`config.mk`:
```
export PLATFORM = sky130hd
export DESIGN_NAME = dmem_axi_master
export DESIGN_NICKNAME = d
export VERILOG_FILES = /design/src/rtl/dmem_axi_master.sv
export SDC_FILE = /design/constraint.sdc
export NUM_CORES = 1
export LEC_CHECK = 0
export CORE_ASPECT_RATIO = 1.4
export CORE_MARGIN = 10
export CORE_UTILIZATION = 40
export CTS_CLUSTER_SIZE = 25
export DETAILED_ROUTE_END_ITERATION = 16
export PLACE_DENSITY_LB_ADDON = 0.1
export SLEW_MARGIN = 20
export SYNTH_ARGS = -nofsm -noshare
export SYNTH_HDL_FRONTEND = slang
export SYNTH_SLANG_ARGS = --single-unit
```
`constraint.sdc`:
```
create_clock -name ACLK -period 2.36 [get_ports ACLK]
set_input_delay 0.236 -clock ACLK [delete_from_list [all_inputs] [get_ports ACLK]]
set_output_delay 0.236 -clock ACLK [all_outputs]
set_load 0.02 [all_outputs]
```
`src/rtl/dmem_axi_master.sv`:
```
// dmem_axi_master: LSU-side AXI4-Lite master bridge for the data-memory path.
// Turns one outstanding CPU load/store request into a single AXI read (AR/R)
// or write (AW/W/B) transaction and returns a one-cycle completion pulse.
// Optional build macro AXI_TIMEOUT_EN adds a no-progress watchdog that
// aborts a stuck transaction after TIMEOUT_CYCLES cycles with an error response.
module dmem_axi_master #(
    parameter int XLEN           = 32,
    parameter int AXI_ADDR_BITS  = 32,
    parameter int AXI_DATA_BITS  = 32,
    parameter int TIMEOUT_CYCLES = 256
) (
    input  logic                       ACLK,
    input  logic                       ARESET,
    // LSU request side
    input  logic                       cpu_req_valid,
    output logic                       cpu_req_ready,
    input  logic                       cpu_req_we,
    input  logic [XLEN-1:0]            cpu_req_addr,
    input  logic [XLEN-1:0]            cpu_req_wdata,
    input  logic [AXI_DATA_BITS/8-1:0] cpu_req_wstrb,
    // LSU response side
    output logic                       cpu_resp_valid,
    output logic [XLEN-1:0]            cpu_resp_rdata,
    output logic                       cpu_resp_err,
    // AXI read address channel
    output logic [AXI_ADDR_BITS-1:0]   ARADDR_M,
    output logic                       ARVALID_M,
    input  logic                       ARREADY_M,
    // AXI read data channel
    input  logic [AXI_DATA_BITS-1:0]   RDATA_M,
    input  logic [1:0]                 RRESP_M,
    input  logic                       RVALID_M,
    output logic                       RREADY_M,
    // AXI write address channel
    output logic [AXI_ADDR_BITS-1:0]   AWADDR_M,
    output logic                       AWVALID_M,
    input  logic                       AWREADY_M,
    // AXI write data channel
    output logic [AXI_DATA_BITS-1:0]   WDATA_M,
    output logic [AXI_DATA_BITS/8-1:0] WSTRB_M,
    output logic                       WVALID_M,
    input  logic                       WREADY_M,
    // AXI write response channel
    input  logic [1:0]                 BRESP_M,
    input  logic                       BVALID_M,
    output logic                       BREADY_M
);

    localparam logic [1:0] AXI_RESP_OKAY = 2'b00;

    typedef enum logic [2:0] {
        S_IDLE    = 3'd0,
        S_RD_ADDR = 3'd1,
        S_RD_DATA = 3'd2,
        S_WR      = 3'd3,
        S_WR_RESP = 3'd4
    } state_t;

    state_t                     state_q,      state_d;
    logic [XLEN-1:0]            addr_q,       addr_d;
    logic [XLEN-1:0]            wdata_q,      wdata_d;
    logic [AXI_DATA_BITS/8-1:0] wstrb_q,      wstrb_d;
    logic                       aw_done_q,    aw_done_d;
    logic                       w_done_q,     w_done_d;
    logic                       resp_valid_q, resp_valid_d;
    logic [XLEN-1:0]            resp_rdata_q, resp_rdata_d;
    logic                       resp_err_q,   resp_err_d;
    logic                       timeout;

    // All AXI VALID/READY outputs are decoded from registered state only, so
    // no VALID ever depends combinationally on a READY.
    assign cpu_req_ready = (state_q == S_IDLE);
    assign ARVALID_M     = (state_q == S_RD_ADDR);
    assign RREADY_M      = (state_q == S_RD_DATA);
    assign AWVALID_M     = (state_q == S_WR) && !aw_done_q;
    assign WVALID_M      = (state_q == S_WR) && !w_done_q;
    assign BREADY_M      = (state_q == S_WR_RESP);

    // Address, data and strobe come straight from the latched request, so they
    // cannot change while a VALID is held.
    assign ARADDR_M = addr_q;
    assign AWADDR_M = addr_q;
    assign WDATA_M  = wdata_q;
    assign WSTRB_M  = wstrb_q;

    assign cpu_resp_valid = resp_valid_q;
    assign cpu_resp_rdata = resp_rdata_q;
    assign cpu_resp_err   = resp_err_q;

`ifdef AXI_TIMEOUT_EN
    localparam int TO_W = $clog2(TIMEOUT_CYCLES) + 1;

    logic [TO_W-1:0] to_cnt_q, to_cnt_d;
    logic            progress;

    // Any handshake on any channel counts as forward progress.
    assign progress = (ARVALID_M && ARREADY_M) || (RREADY_M && RVALID_M)
                   || (AWVALID_M && AWREADY_M) || (WVALID_M && WREADY_M)
                   || (BREADY_M && BVALID_M);

    // Watchdog fires only when the limit is reached with no handshake in the
    // same cycle; a last-moment handshake always wins.
    assign timeout = (state_q != S_IDLE) && !progress
                  && (to_cnt_q == TO_W'(TIMEOUT_CYCLES - 1));

    // Stall counter: idle and progress hold it at zero, otherwise count up.
    always_comb begin
        to_cnt_d = to_cnt_q;
        if (state_q == S_IDLE || progress || timeout) begin
            to_cnt_d = '0;
        end else begin
            to_cnt_d = to_cnt_q + TO_W'(1);
        end
    end

    // Stall counter register.
    always_ff @(posedge ACLK) begin
        if (ARESET) begin
            to_cnt_q <= '0;
        end else begin
            to_cnt_q <= to_cnt_d;
        end
    end
`else
    logic timeout_param_unused;

    // Without the watchdog the bridge waits on the slave indefinitely.
    assign timeout              = 1'b0;
    assign timeout_param_unused = (TIMEOUT_CYCLES != 0);
`endif

    // Next-state and datapath decode for the transaction sequencer.
    always_comb begin
        state_d      = state_q;
        addr_d       = addr_q;
        wdata_d      = wdata_q;
        wstrb_d      = wstrb_q;
        aw_done_d    = aw_done_q;
        w_done_d     = w_done_q;
        resp_valid_d = 1'b0;
        resp_rdata_d = resp_rdata_q;
        resp_err_d   = resp_err_q;

        case (state_q)
            S_IDLE: begin
                if (cpu_req_valid) begin
                    addr_d    = cpu_req_addr;
                    wdata_d   = cpu_req_wdata;
                    wstrb_d   = cpu_req_wstrb;
                    aw_done_d = 1'b0;
                    w_done_d  = 1'b0;
                    state_d   = cpu_req_we ? S_WR : S_RD_ADDR;
                end
            end
            S_RD_ADDR: begin
                if (ARREADY_M) begin
                    state_d = S_RD_DATA;
                end
            end
            S_RD_DATA: begin
                if (RVALID_M) begin
                    resp_rdata_d = RDATA_M;
                    resp_err_d   = (RRESP_M != AXI_RESP_OKAY);
                    resp_valid_d = 1'b1;
                    state_d      = S_IDLE;
                end
            end
            S_WR: begin
                // AW and W complete independently; move on once both have,
                // which also covers both finishing in the same cycle.
                aw_done_d = aw_done_q || AWREADY_M;
                w_done_d  = w_done_q  || WREADY_M;
                if (aw_done_d && w_done_d) begin
                    state_d = S_WR_RESP;
                end
            end
            S_WR_RESP: begin
                if (BVALID_M) begin
                    resp_err_d   = (BRESP_M != AXI_RESP_OKAY);
                    resp_valid_d = 1'b1;
                    state_d      = S_IDLE;
                end
            end
            default: begin
                state_d = S_IDLE;
            end
        endcase

        // Watchdog abort: drop everything and report an error, keeping the
        // last load data.
        if (timeout) begin
            state_d      = S_IDLE;
            resp_valid_d = 1'b1;
            resp_err_d   = 1'b1;
        end
    end

    // State and datapath registers; reset abandons any transaction in flight.
    always_ff @(posedge ACLK) begin
        if (ARESET) begin
            state_q      <= S_IDLE;
            addr_q       <= '0;
            wdata_q      <= '0;
            wstrb_q      <= '0;
            aw_done_q    <= 1'b0;
            w_done_q     <= 1'b0;
            resp_valid_q <= 1'b0;
            resp_rdata_q <= '0;
            resp_err_q   <= 1'b0;
        end else begin
            state_q      <= state_d;
            addr_q       <= addr_d;
            wdata_q      <= wdata_d;
            wstrb_q      <= wstrb_d;
            aw_done_q    <= aw_done_d;
            w_done_q     <= w_done_d;
            resp_valid_q <= resp_valid_d;
            resp_rdata_q <= resp_rdata_d;
            resp_err_q   <= resp_err_d;
        end
    end

endmodule

```
## Yosys cells after proc, flatten, opt, wreduce, memory -nomap -nowiden

Index checks and enable logic that the tools add are counted.
W data, S select, Z words.

- $add $sub $neg: 0
- Multipliers: 0
- Divide/modulo/power cells: 0
- Order comparisons: 0
- Equality and inequality tests: 9
- Shifts and indexed selects: 0
- Multiplexer cells: 16
- Bitwise gates (word level): 0
- Reductions and logical operators: 17

Operator list:

| cell | count |
|---|---|
| $mux W3 | 5 |
| $pmux W3 S5 | 1 |
| $pmux W1 S2 | 4 |
| $reduce_bool A2 Y1 | 4 |
| $eq A3 B2 Y1 const B | 2 |
| $ne A2 B2 Y1 const B | 3 |
| $reduce_and A2 Y1 | 3 |
| $mux W1 | 5 |
| $reduce_and A5 Y1 | 1 |
| $ne A2 B1 Y1 const B | 2 |
| $eq A3 B1 Y1 const B | 1 |
| $eq A3 B3 Y1 const B | 1 |
| $logic_and A1 B1 Y1 | 3 |
| $logic_not A3 Y1 | 1 |
| $reduce_and A3 Y1 | 1 |
| $logic_not A1 Y1 | 2 |
| $logic_or A1 B1 Y1 | 2 |
| $mux W2 | 1 |

- Register bits after elaboration: 107
- Latch bits: 0
- Memory bits (writable): 0
- Memory bits (read-only): 0
- Output and inout port bits: 140
- Word-level logic and storage cells: 51
- Memories: 0

## Depth between registers and ports, before layout

- Word-level depth: 4
- Depth in mapped cells: 7

## Worst setup path after synthesis

OpenSTA, ideal clock, no wires.

- Kind: register to register
- Start: register state_q[2]
- End: register addr_q[0], in the netlist ARADDR_M[0]
- Setup time: 70 ps
- Data arrival time: 1733 ps
- Required time: 2290 ps
- Slack: 556 ps
- Stages on the path, launching flop included: 8
- Period minus slack after synthesis: 1804 ps
- Path through: dfxtp_1 -> nor3_1 -> and2_1 -> buf_2 -> buf_2 -> buf_2 -> nand2_1 -> a21oi_1

- Longest elaborated chain between the ends: 2

RTL lines:

| item | RTL line | source |
|---|---|---|
| start, declared | 59 | `state_t state_q, state_d;` |
| start signal, assigned | 211 | `state_q <= state_d;` |
| $logic_not A3 Y1 | -- |  |
| net cpu_req_ready | 16 | `output logic cpu_req_ready,` |
| $reduce_and A2 Y1 (no line) | -- |  |
| end signal, assigned | 212 | `addr_q <= addr_d;` |
| end, declared | 60 | `logic [XLEN-1:0] addr_q, addr_d;` |

The timed path passes the listed nets, and every way through them passes these cells.
A chain may end at the register's enable or synchronous reset.

## Worst setup path in the final report

- Start: register state_q[0]
- End: output port AWVALID_M

- Longest elaborated chain between the ends: 2

RTL lines:

| item | RTL line | source |
|---|---|---|
| $eq A3 B2 Y1 | 75 | `assign AWVALID_M = (state_q == S_WR) && !aw_done_q;` |
| $logic_and A1 B1 Y1 | 75 |  |
| end, declared | 36 | `output logic AWVALID_M,` |

No other way between the ends.

==> summary.txt <==
Timing
  – Fin Clk Skew: 6.13 ps
  – Period utilization: 0.903
  – Post-route minimum period: around 2100 ps
  – Hold Vio Cnt, Final: 0
  – Setup_tns: 0 ps
  – RSZ-0062 raised after global routing: no
  – Measured slew at the worst slew-check pin: 572 ps
  – Max-slew violations: 0
  – Max Fclk: roughly 470 MHz
  – Final setup fails: 0
  – Post-route setup slack: about 230 ps
  – Slew HR: 0.618

Placed design
  – PortBufs: between 200 and 300
  – GP Congestion: approximately 0.8
  – DP HPWL: ~11 mm
  – Place WS: 448 ps
  – # placed instances: around 850

Synth
  – Adder-cell area share of the yosys netlist: 0
  – Post-synthesis mux area share: 0.00247
  – Number of synthesized register bits: 107
  – Avg Cell Area, Syn: just under 8 sq um
  – Top-area cell type share of the netlist area: 0.529
  – Post-synthesis xor/xnor area fraction: 0
  – Netlist cell types: 23
  – Ys async rst share: 0
  – Largest cells by area after synthesis: dfxtp_1 53%, nand2_1 19%, a21oi_1 13%
  – Simple-Gate Fraction of Synth Area: 0.226
  – Syn Nets: between 600 and 700
  – Synth Flop Type: dfxtp_1
  – Register area share after synthesis: 0.529
  – EDFF count, synth: 0
  – Post-synthesis instance total: about 520
  – Yosys top cell by area: dfxtp_1
  – Most frequent cell after synthesis: nand2_1
  – Largest family of logic cells by synthesized area: simple AND/OR/NAND/NOR gates
  – Synth Area in Compound Gates: 0.145
  – Yosys warns: 0
  – Area of the mapped netlist: about 4000 sq um
  – Commonest cells in the netlist: 203 x nand2_1, 107 x dfxtp_1, 105 x a21oi_1

Global route
  – First-pass GRT wire length: ~22 mm
  – Total GRT Usage: 0.186
  – Vias in the first global route: ~4100
  – Initial antenna violation count: 0
  – GRT overflow: 0
  – Largest net degree at the start of global routing: 58

Detailed routing
  – Detailed Route Iter0 Violations: 94
  – WL/cell: ~16 microns
  – Via-to-Cell Ratio: 4.69
  – Drt drc: 0
  – Post-DRT Antenna Nets: 0
  – Final wirelength: ~14 mm
  – Vias after detailed routing: 4040
  – Detailed-router iteration count before antenna repair: 4

Setup path
  – Crit. End Element: primary output
  – CP required: 2120 ps
  – CP startpoint kind: register
  – CP Class: register to primary output
  – R2R cell count: 4
  – Crit path max fanout: 13
  – WP data arrival: about 1900 ps

Final layout
  – Fillers: between 800 and 900
  – Ant diodes: 0
  – Final Core Density: 0.682
  – Layout Cells excl Fill: about 860
  – Final-stage net count: between 800 and 900
  – Layout cells sized above 1: 0.0399
  – Layout area overhead: 66.7%

Floorplanning
  – Die H: between 100 and 150 microns
  – Die area: roughly 15000 sq um
  – Site Rows: 43
  – Die W: ~110 microns
  – Initial Utilization: 0.409
  – # IOs: between 200 and 300
  – Core box area: about 9900 sq um

Clocking
  – Post-CTS Resized: 0
  – CTS buffer count: 9
  – Clock sink count: about 110
  – # hold bufs at CTS: 0
  – CTS tree: done
  – Root buf cell: clkbuf_16
  – Clock latency on the worst-skew pair: around 340 ps
  – Htree depth: 3
  – Clock transition at the registers of the reported paths: around 70 ps
  – Post-CTS setup buffers: 0
  – Clk buf depth: 2

Worst hold path
  – HP Class: input pin to register
  – WHS Path Cells: 2

Run status
  – Outcome: finished clean

Flow run
  – Max_cap viols: 0

Power and ir drop
  – Lkg Pwr: between 2 and 2.5 nW
  – Tot Pwr: between 4 and 5 mW
  – PwrDens: about 730 nW/um^2
  – Peak supply drop: slightly below 0.0004 V
==> critical path: stages (launching register included) <==
cell,delay [ps]
dfxtp_1,600
nand3b_1,180
nor2_1,150
clkdlybuf4s50_1,620
==> metal layers <==
layer / wire length [microns] / vias up / GRT usage
li1: - / 2044 / -
met1: 5310 / 1823 / 0.186
met2: 7320 / 161 / 0.337
met3: 1350 / 12 / 0.0772
met4: 170 / 0 / 0.0587
met5: 0 / - / 0
==> registers in the layout (all words and copies together) (netlist names) <==
signal          count
state_q             3
cpu_resp_valid      1
w_done_q            1
cpu_resp_rdata     32
WSTRB_M             4
ARADDR_M           32
aw_done_q           1
cpu_resp_err        1
WDATA_M            32
==> layout make-up <==
cell class | instances | area, sq um | share of cell area
Clock buffer | 10 | 239 | 0.0354
Timing Repair Buffer | 260 | 2620 | 0.388
Multi-Input combinational cell | 343 | 1520 | 0.225
Tap cell | 135 | 169 | 0.0250
Clock inverter | 6 | 63.8 | 0.00945
Sequential cell | 107 | 2140 | 0.317
==> per-stage QoR <==
step	area (sq um)	hold slack [ps]
after floorplan	4050	372
after global placement	6440	440
after detailed placement	6440	448
after CTS	6750	370
after global routing	6750	382
final	6750	363
==> cells in the final DEF (no fill, tap or decap) <==
| master | count |
|---|---|
| and3b_1 | 1 |
| o22a_1 | 1 |
| or4_1 | 1 |
| a211o_1 | 1 |
| nand3b_1 | 3 |
| inv_6 | 1 |
| o311ai_0 | 1 |
| clkinvlp_4 | 2 |
| nor3_1 | 2 |
| a22oi_1 | 2 |
| a21oi_1 | 105 |
| nor2_1 | 9 |
| and2_1 | 2 |
| clkbuf_8 | 1 |
| buf_12 | 3 |
| nand2b_1 | 1 |
| mux2i_1 | 1 |
| buf_4 | 6 |
| clkdlybuf4s50_1 | 251 |
| clkinv_2 | 2 |
| nor2b_1 | 1 |
| dfxtp_1 | 107 |
| bufinv_16 | 1 |
| nand2_2 | 1 |
| o21ai_0 | 4 |
| and2_2 | 1 |
| nor3b_2 | 2 |
| nor4b_1 | 2 |
| nand2_1 | 202 |
| clkbuf_16 | 9 |
==> where the power goes <==
part	internal, mW	switching [mW]	total (mW)
logic	0.661	0.699	1.36
clock network	0.852	0.668	1.52
registers	1.96	0.107	2.06
total	3.47	1.47	4.94
==> cell families (layout without fill, tap and decap cells) <==
| kind of cell | Yosys count | count (layout) |
|---|---|---|
| muxes | 1 | 1 |
| and+or+nand+nor | 228 | 228 |
| AOI/OAI and AO/OA | 114 | 114 |
| DFF | 107 | 107 |
| buffers and inverters | 69 | 276 |
==> path summary, 6_finish.rpt <==
path,startpoint,endpoint,slack [ps]
setup / recovery,state_q[0],AWVALID_M,230
setup reg to reg,state_q[0],state_q[1],540
hold reg to reg,WDATA_M[25],WDATA_M[25],450
hold / removal,ARESET,aw_done_q,360
No activity file was read; power rests on OpenSTA's default activity.
